### config.mk
export PLATFORM = sky130hd
export DESIGN_NAME = bf16_tensor_unit
export DESIGN_NICKNAME = d
export VERILOG_FILES = /design/src/rtl/gpu_pkg.sv /design/src/rtl/bf16_fma.sv /design/src/rtl/bf16_tensor_unit.sv
export SDC_FILE = /design/constraint.sdc
export NUM_CORES = 1
export LEC_CHECK = 0
export CORE_MARGIN = 3
export CORE_UTILIZATION = 52
export CTS_CLUSTER_DIAMETER = 200
export CTS_CLUSTER_SIZE = 25
export DETAILED_ROUTE_END_ITERATION = 12
export GPL_TIMING_DRIVEN = 0
export HOLD_SLACK_MARGIN = 0.06
export PLACE_DENSITY_LB_ADDON = 0.12
export SYNTH_ARGS = -nofsm -noshare
export SYNTH_HDL_FRONTEND = slang
export SYNTH_HIERARCHICAL = 1
export SYNTH_SLANG_ARGS = --single-unit
### constraint.sdc
create_clock -name clk -period 14.42 [get_ports clk]
set_clock_uncertainty 0.2 [all_clocks]
set_input_delay 2.884 -clock clk [delete_from_list [all_inputs] [get_ports clk]]
set_output_delay 2.884 -clock clk [all_outputs]
set_load 0.01 [all_outputs]
### src/rtl/gpu_pkg.sv
// gpu_pkg: constants and types shared by the BF16 tensor unit.
//   - tensor opcodes decoded by gpu_core before it raises start
//   - BF16 field widths, exponent bias and special encodings
//   - controller state encoding
//   - small field classification helpers
package gpu_pkg;

    localparam logic [3:0] OP_BF16_MUL = 4'h2;
    localparam logic [3:0] OP_BF16_MAC = 4'h3;

    localparam int BF16_W      = 16;
    localparam int BF16_EXP_W  = 8;
    localparam int BF16_FRAC_W = 7;
    localparam int BF16_BIAS   = 127;

    localparam logic [15:0] BF16_POS_INF = 16'h7F80;
    localparam logic [15:0] BF16_NEG_INF = 16'hFF80;
    localparam logic [15:0] BF16_QNAN    = 16'h7FC0;

    typedef enum logic [1:0] {
        ST_IDLE = 2'd0,
        ST_RUN  = 2'd1,
        ST_DONE = 2'd2
    } tu_state_e;

    function automatic logic bf16_is_nan(input logic [BF16_W-1:0] v);
        return (v[14:7] == 8'hFF) && (v[6:0] != 7'h00);
    endfunction

    function automatic logic bf16_is_inf(input logic [BF16_W-1:0] v);
        return (v[14:7] == 8'hFF) && (v[6:0] == 7'h00);
    endfunction

endpackage

### src/rtl/bf16_fma.sv
// bf16_fma: single-lane combinational BF16 multiply / multiply-add.
//   x, y   : multiplicands
//   z      : addend, only consulted when use_z = 1
//   use_z  : 0 -> r = x*y, 1 -> r = x*y + z
//   r      : result, truncated toward zero, subnormals flushed to zero
module bf16_fma
    import gpu_pkg::*;
#(
    parameter logic [15:0] QNAN = BF16_QNAN
) (
    input  logic [15:0] x,
    input  logic [15:0] y,
    input  logic [15:0] z,
    input  logic        use_z,
    output logic [15:0] r
);

    // Biased exponent of bit 15 of the 16-bit significand product.
    localparam logic signed [10:0] PROD_TOP_ADJ = 11'(BF16_BIAS - 1);

    logic                  sx, sy, sz, sp;
    logic [BF16_EXP_W-1:0] ex, ey, ez;
    logic                  x_zero, y_zero, z_zero, p_zero;
    logic                  x_inf, y_inf, z_inf, any_nan;
    logic [7:0]            mx, my, mz;
    logic [15:0]           mp;
    logic signed [10:0]    ep_top, d;

    assign sx = x[15];
    assign sy = y[15];
    assign sz = z[15];
    assign sp = sx ^ sy;
    assign ex = x[14:7];
    assign ey = y[14:7];
    assign ez = z[14:7];

    // Exponent field 0 is treated as zero regardless of fraction (flush to zero).
    assign x_zero  = (ex == 8'h00);
    assign y_zero  = (ey == 8'h00);
    assign z_zero  = (ez == 8'h00) || !use_z;
    assign p_zero  = x_zero || y_zero;
    assign x_inf   = bf16_is_inf(x);
    assign y_inf   = bf16_is_inf(y);
    assign z_inf   = use_z && bf16_is_inf(z);
    assign any_nan = bf16_is_nan(x) || bf16_is_nan(y) || (use_z && bf16_is_nan(z));

    assign mx = x_zero ? 8'h00 : {1'b1, x[6:0]};
    assign my = y_zero ? 8'h00 : {1'b1, y[6:0]};
    assign mz = z_zero ? 8'h00 : {1'b1, z[6:0]};
    assign mp = 16'(mx) * 16'(my);

    assign ep_top = $signed({3'b000, ex}) + $signed({3'b000, ey}) - PROD_TOP_ADJ;
    assign d      = ep_top - $signed({3'b000, ez});

    logic               pick_p;
    logic [10:0]        d_mag;
    logic [4:0]         sh;
    logic [18:0]        big_f, small_raw, small_f;
    logic [37:0]        small_ext;
    logic               big_s, small_s, res_s;
    logic signed [10:0] e_top_sel, e_res;
    logic [19:0]        diff, sum;
    logic [4:0]         msb;
    logic [6:0]         frac;

    // Both significands sit in a 19-bit field whose bit 18 carries the larger
    // operand's top exponent: 16 significand bits, 2 guard bits and a sticky
    // bit at position 0. Bits shifted out of the smaller operand only ever OR
    // into the sticky, which makes truncation of the sum exact toward zero.
    always_comb begin
        pick_p    = !p_zero && (z_zero || (d >= 11'sd0));
        d_mag     = d[10] ? 11'(-d) : 11'(d);
        sh        = (d_mag > 11'd19) ? 5'd19 : d_mag[4:0];
        big_f     = '0;
        small_raw = '0;
        big_s     = 1'b0;
        small_s   = 1'b0;
        e_top_sel = '0;
        if (pick_p) begin
            big_f     = {mp, 3'b000};
            big_s     = sp;
            small_raw = {mz, 11'b0};
            small_s   = sz;
            e_top_sel = ep_top;
        end else begin
            big_f     = {mz, 11'b0};
            big_s     = sz;
            small_raw = {mp, 3'b000};
            small_s   = sp;
            e_top_sel = $signed({3'b000, ez});
        end
        small_ext = {small_raw, 19'b0} >> sh;
        small_f   = {small_ext[37:20], small_ext[19] | (|small_ext[18:0])};

        diff  = '0;
        sum   = '0;
        res_s = big_s;
        if (big_s == small_s) begin
            sum = {1'b0, big_f} + {1'b0, small_f};
        end else begin
            diff = {1'b0, big_f} - {1'b0, small_f};
            if (diff[19]) begin
                sum   = -diff;
                res_s = small_s;
            end else begin
                sum = diff;
            end
        end

        msb = 5'd0;
        for (int i = 0; i < 20; i++) begin
            if (sum[i]) msb = 5'(i);
        end
        e_res = e_top_sel + $signed({6'b0, msb}) - 11'sd18;
        // Left-justify the leading one to bit 19 and keep the next 7 bits.
        frac  = 7'((sum << (5'd19 - msb)) >> 12);

        r = '0;
        if (any_nan) begin
            r = QNAN;
        end else if ((x_inf && y_zero) || (y_inf && x_zero)) begin
            r = QNAN;
        end else if ((x_inf || y_inf) && z_inf && (sp != sz)) begin
            r = QNAN;
        end else if (x_inf || y_inf) begin
            r = sp ? BF16_NEG_INF : BF16_POS_INF;
        end else if (z_inf) begin
            r = sz ? BF16_NEG_INF : BF16_POS_INF;
        end else if (sum == 20'd0) begin
            // A cancelled or all-zero MAC is +0; a zero product keeps its sign.
            r = use_z ? 16'h0000 : {sp, 15'h0000};
        end else if (e_res < 11'sd1) begin
            r = {res_s, 15'h0000};
        end else if (e_res > 11'sd254) begin
            r = res_s ? BF16_NEG_INF : BF16_POS_INF;
        end else begin
            r = {res_s, e_res[7:0], frac};
        end
    end

endmodule

### src/rtl/bf16_tensor_unit.sv
// bf16_tensor_unit: 4-lane BF16 MUL/MAC responder on the tensor start/done
// handshake. One lane per cycle goes through a shared bf16_fma.
//   clk, rst_n  : clock, asynchronous active-low reset
//   start       : request; accepted in IDLE or DONE, ignored while busy
//   op          : 0 = a*b, 1 = a*b + acc
//   a, b, acc   : packed operands, lane i at [16i+15:16i]
//   busy        : lanes in flight (4 cycles)
//   done        : single-cycle pulse, result valid
//   result      : packed result, held until the next accepted start
module bf16_tensor_unit
    import gpu_pkg::*;
#(
    parameter int          LANES = 4,
    parameter logic [15:0] QNAN  = BF16_QNAN
) (
    input  logic                  clk,
    input  logic                  rst_n,
    input  logic                  start,
    input  logic                  op,
    input  logic [16*LANES-1:0]   a,
    input  logic [16*LANES-1:0]   b,
    input  logic [16*LANES-1:0]   acc,
    output logic                  busy,
    output logic                  done,
    output logic [16*LANES-1:0]   result
);

    localparam int LANE_W = $clog2(LANES);

    tu_state_e             state_reg, state_next;
    logic [LANE_W-1:0]     lane_reg, lane_next;
    logic                  op_reg;
    logic [16*LANES-1:0]   a_reg, b_reg, acc_reg;
    logic                  accept;
    logic [15:0]           fma_r;

    // State register.
    always_ff @(posedge clk or negedge rst_n) begin
        if (!rst_n) begin
            state_reg <= ST_IDLE;
        end else begin
            state_reg <= state_next;
        end
    end

    // Next-state logic. DONE accepts a new start so requests can run back-to-back.
    always_comb begin
        state_next = state_reg;
        lane_next  = lane_reg;
        accept     = 1'b0;
        case (state_reg)
            ST_IDLE, ST_DONE: begin
                state_next = ST_IDLE;
                if (start) begin
                    accept     = 1'b1;
                    state_next = ST_RUN;
                    lane_next  = '0;
                end
            end
            ST_RUN: begin
                lane_next = lane_reg + LANE_W'(1);
                if (lane_reg == LANE_W'(LANES - 1)) begin
                    state_next = ST_DONE;
                end
            end
            default: begin
                state_next = ST_IDLE;
                lane_next  = '0;
            end
        endcase
    end

    // Outputs decoded from state.
    always_comb begin
        busy = 1'b0;
        done = 1'b0;
        case (state_reg)
            ST_RUN:  busy = 1'b1;
            ST_DONE: done = 1'b1;
            default: ;
        endcase
    end

    // Lane counter and operand latches; operands only move on an accepted start.
    always_ff @(posedge clk or negedge rst_n) begin
        if (!rst_n) begin
            lane_reg <= '0;
            op_reg   <= 1'b0;
            a_reg    <= '0;
            b_reg    <= '0;
            acc_reg  <= '0;
        end else begin
            lane_reg <= lane_next;
            if (accept) begin
                op_reg  <= op;
                a_reg   <= a;
                b_reg   <= b;
                acc_reg <= acc;
            end
        end
    end

    bf16_fma #(
        .QNAN (QNAN)
    ) u_fma (
        .x     (a_reg[{lane_reg, 4'b0000} +: 16]),
        .y     (b_reg[{lane_reg, 4'b0000} +: 16]),
        .z     (acc_reg[{lane_reg, 4'b0000} +: 16]),
        .use_z (op_reg),
        .r     (fma_r)
    );

    // One result register per lane, loaded in the cycle its lane is selected.
    for (genvar gi = 0; gi < LANES; gi++) begin : g_lane
        logic [15:0] res_lane_reg;

        always_ff @(posedge clk or negedge rst_n) begin
            if (!rst_n) begin
                res_lane_reg <= '0;
            end else if ((state_reg == ST_RUN) && (lane_reg == LANE_W'(gi))) begin
                res_lane_reg <= fma_r;
            end
        end

        assign result[16*gi +: 16] = res_lane_reg;
    end

endmodule

==> impl_metrics.py <==
metrics = {
    "status": {
        "outcome": "finished with violations",
        "violations": "negative setup slack",
    },
    "global_routing": {
        "grt_max_degree": 124,
        "antenna_found_initial": 2,
        "grt_pass1_vias": 19400,
        "grt_pass1_wl_microns": 115000,
        "grt_use_total_pct": 33.0,
        "grt_overflow_total": 0,
    },
    "yosys": {
        "synthTopCellsByArea": "dfrtp_1 (30%), mux2_4 (11%), ha_1 (6.4%)",
        "ys_seq_area_share_pct": 29.5,
        "synth_common_cells": "dfrtp_1 (261), mux2_4 (159), inv_1 (147)",
        "synth_cells": 2145,
        "ys.flop_type": "dfrtp_1",
        "synth_most_common_cell": "dfrtp_1",
        "syn-mean-instance-area_sq_um": 10.3,
        "yosys.area.top_type": "dfrtp_1",
        "synth_top_area_share_pct": 29.5,
        "ys_seq_elements": 261,
        "synth_warnings": 6,
        "synth_cell_type_count": 112,
        "async_reset_ff_share_pct": 100,
        "synth-edff-count": 0,
        "synth_area_sq_um": 22100,
        "syn_nets": 2495,
    },
    "clocking": {
        "cts_hold_buf": 0,
        "clock-sinks": 261,
        "htreeDepth": 1,
        "numCtsBuffers": 14,
        "clock_latency_ns": 0.52,
        "cts_buffer_depth": 3,
        "clk_pin_slew_ns": 0.10,
        "cts_tree": "yes",
        "root_buffer": "clkbuf_16",
    },
    "timing": {
        "slew_viol_final": 0,
        "fin_crit_ns": 15.45,
        "tightest_slew_ns": 1.45,
        "slew-limit-headroom_pct": 2.86,
        "timing.fmax_mhz": 64.7,
        "finalSetupViolations": 60,
        "period_share_pct": 107,
        "rsz0062_at_grt": "yes",
        "finalHoldViolCount": 0,
        "fin_ws_ns": -1.03,
    },
    "final_layout": {
        "drive_gt1_share_pct": 29.1,
        "finalInstanceArea_sq_um": 28200,
        "fin_nets": 2876,
        "multi_input_area_sq_um": 15500,
        "area_delta_synth_final_pct": 27.2,
        "regArea_sq_um": 6530,
        "fillers": 3176,
    },
    "detailed_routing": {
        "drc": 0,
        "routed_wl_microns": 77000,
        "vias_per_cell": 6.34,
        "drtAntennaViolNets": 0,
        "post_drt_wl_per_cell_microns": 25.2,
        "vias": 19400,
        "drt_iter0_drc": 1533,
        "firstDrtPassIters": 5,
    },
    "critical_path": {
        "reg2reg_slack_ns": -1.03,
        "path_max_fanout": 8,
        "path_common_cell": "or3_4",
        "crit_type": "reg -> reg",
        "arrival_ns": 15.69,
        "worstPathRequired_ns": 14.65,
        "worstRegToRegCells": 63,
        "crit_path_end_kind": "flop",
        "critical-path-max-stage-delay_ns": 0.58,
        "cp_slowest_cell": "mux4_2",
        "reg2reg_to": "g_lane[3].res_lane_reg[1]$_DFFE_PN0P_",
        "reg2reg_from": "lane_reg[0]$_DFFE_PN0P_",
        "crit_path_start_kind": "flop",
    },
    "die": {
        "die_y_microns": 212,
        "ios": 262,
        "num_rows": 74,
        "initial_utilization_pct": 53.4,
        "core_sq_um": 41500,
        "die_x_microns": 212,
        "die_area_sq_um": 45100,
    },
    "worst_hold_path": {
        "min_from": "g_lane[2].res_lane_reg[14]$_DFFE_PN0P_",
        "min_path_cells": 1,
        "min-delay-path-class": "reg -> reg",
        "min_to": "g_lane[2].res_lane_reg[14]$_DFFE_PN0P_",
    },
    "placed_design": {
        "place_area_sq_um": 25800,
        "globalplace.congestion": 0.962,
        "hpwlAfterDp_microns": 59600,
        "port-buffer-count": 261,
    },
    "flow_run": {
        "cap_violations": 0,
    },
}
-- final cells by class --
type / instances / share of cell area, %
Tap cell: 532 / 2.36
Sequential cell: 261 / 23.2
Timing Repair Buffer: 375 / 12.7
Antenna cell: 2 / 0.0178
Buffer: 102 / 3.20
Clock inverter: 1 / 0.0577
Clock buffer: 15 / 1.33
Multi-Input combinational cell: 1625 / 55.2
Inverter: 147 / 1.97
-- layout by cell type (no fill, tap or decap), types with 19 or more instances in the layout --
cell type,instances
dfrtp_1,260
clkdlybuf4s50_1,260
mux2_4,191
inv_1,137
nand2_1,124
nor2_1,111
buf_4,104
ha_1,102
mux2_2,80
a21oi_1,74
nand3_1,66
mux4_2,49
o21ai_0,49
nor3_1,39
xnor2_1,38
fa_1,37
and3_1,36
clkbuf_1,34
mux2i_1,32
a21o_1,30
and2_1,24
nand2b_1,23
buf_2,21
o211ai_1,20
o21a_1,20
o22ai_1,19
-- critical path: cells and delay by family (launching register included) --
family,cells,cell delay [ns]
AND/OR/NAND/NOR,21,5.83
AO/OA/AOI/OAI,18,3.17
adder cells (fa/ha/maj),8,2.91
multiplexers,6,1.78
buffers and inverters,10,1.07
flip-flops,1,0.41
-- stage by stage --
stage | hold WS [ns] | setup WS, ns | TNS, ns | cells | utilization [%]
after detailed placement | 0.291 | -4.00 | -223.82 | 2940 | 62.2
final | 0.312 | -1.03 | -46.56 | 3060 | 67.9
after CTS | 0.314 | -1.09 | -46.57 | 3023 | 65.7
after global routing | 0.328 | -1.37 | -64.94 | 3059 | 67.9
after global placement | 0.285 | -3.65 | -309.81 | 2938 | 62.0
after floorplan | 0.275 | -0.0600 | -0.432 | 2145 | -
-- worst max path at each step --
stage / to / depth (start not counted) / start
6_report: g_lane[3].res_lane_reg[1]$_DFFE_PN0P_ / 63 / lane_reg[0]$_DFFE_PN0P_
2_1_floorplan: g_lane[1].res_lane_reg[4]$_DFFE_PN0P_ / 70 / lane_reg[0]$_DFFE_PN0P_
4_1_cts: g_lane[3].res_lane_reg[5]$_DFFE_PN0P_ / 74 / lane_reg[0]$_DFFE_PN0P_
5_1_grt: g_lane[0].res_lane_reg[4]$_DFFE_PN0P_ / 70 / lane_reg[0]$_DFFE_PN0P_
3_5_place_dp: g_lane[3].res_lane_reg[6]$_DFFE_PN0P_ / 70 / lane_reg[1]$_DFFE_PN0P_
3_3_place_gp: g_lane[1].res_lane_reg[6]$_DFFE_PN0P_ / 70 / lane_reg[1]$_DFFE_PN0P_
-- cells by family after synthesis --
logic type	share of synthesized area, %
XOR/XNOR	2.33
AO/OA/AOI/OAI	15.1
AND/OR/NAND/NOR	14.1
multiplexers	23.0
adder cells (fa/ha/maj)	10.1
flip-flops	29.5
buffers and inverters	5.95
-- routing by layer --
metal  vias to the layer above  wire, microns  GRT usage [%]
li1                       8677              -              -
met2                       789          35800           53.0
met5                         -              0              0
met4                         0           3330           12.4
met3                       170           4630           4.59
met1                      9766          33300           45.7
-- what timing repair did --
action / CTS / global route
setup endpoints to repair: 64 / 60
pin swaps: 57 / 90
gates resized for setup: 138 / 131
buffers inserted: 71 / 41
gates cloned: 1 / 1
Power is left out: the tool's default activity adds up to more than one toggle a clock period on the data nets, which glitch-free logic cannot reach.
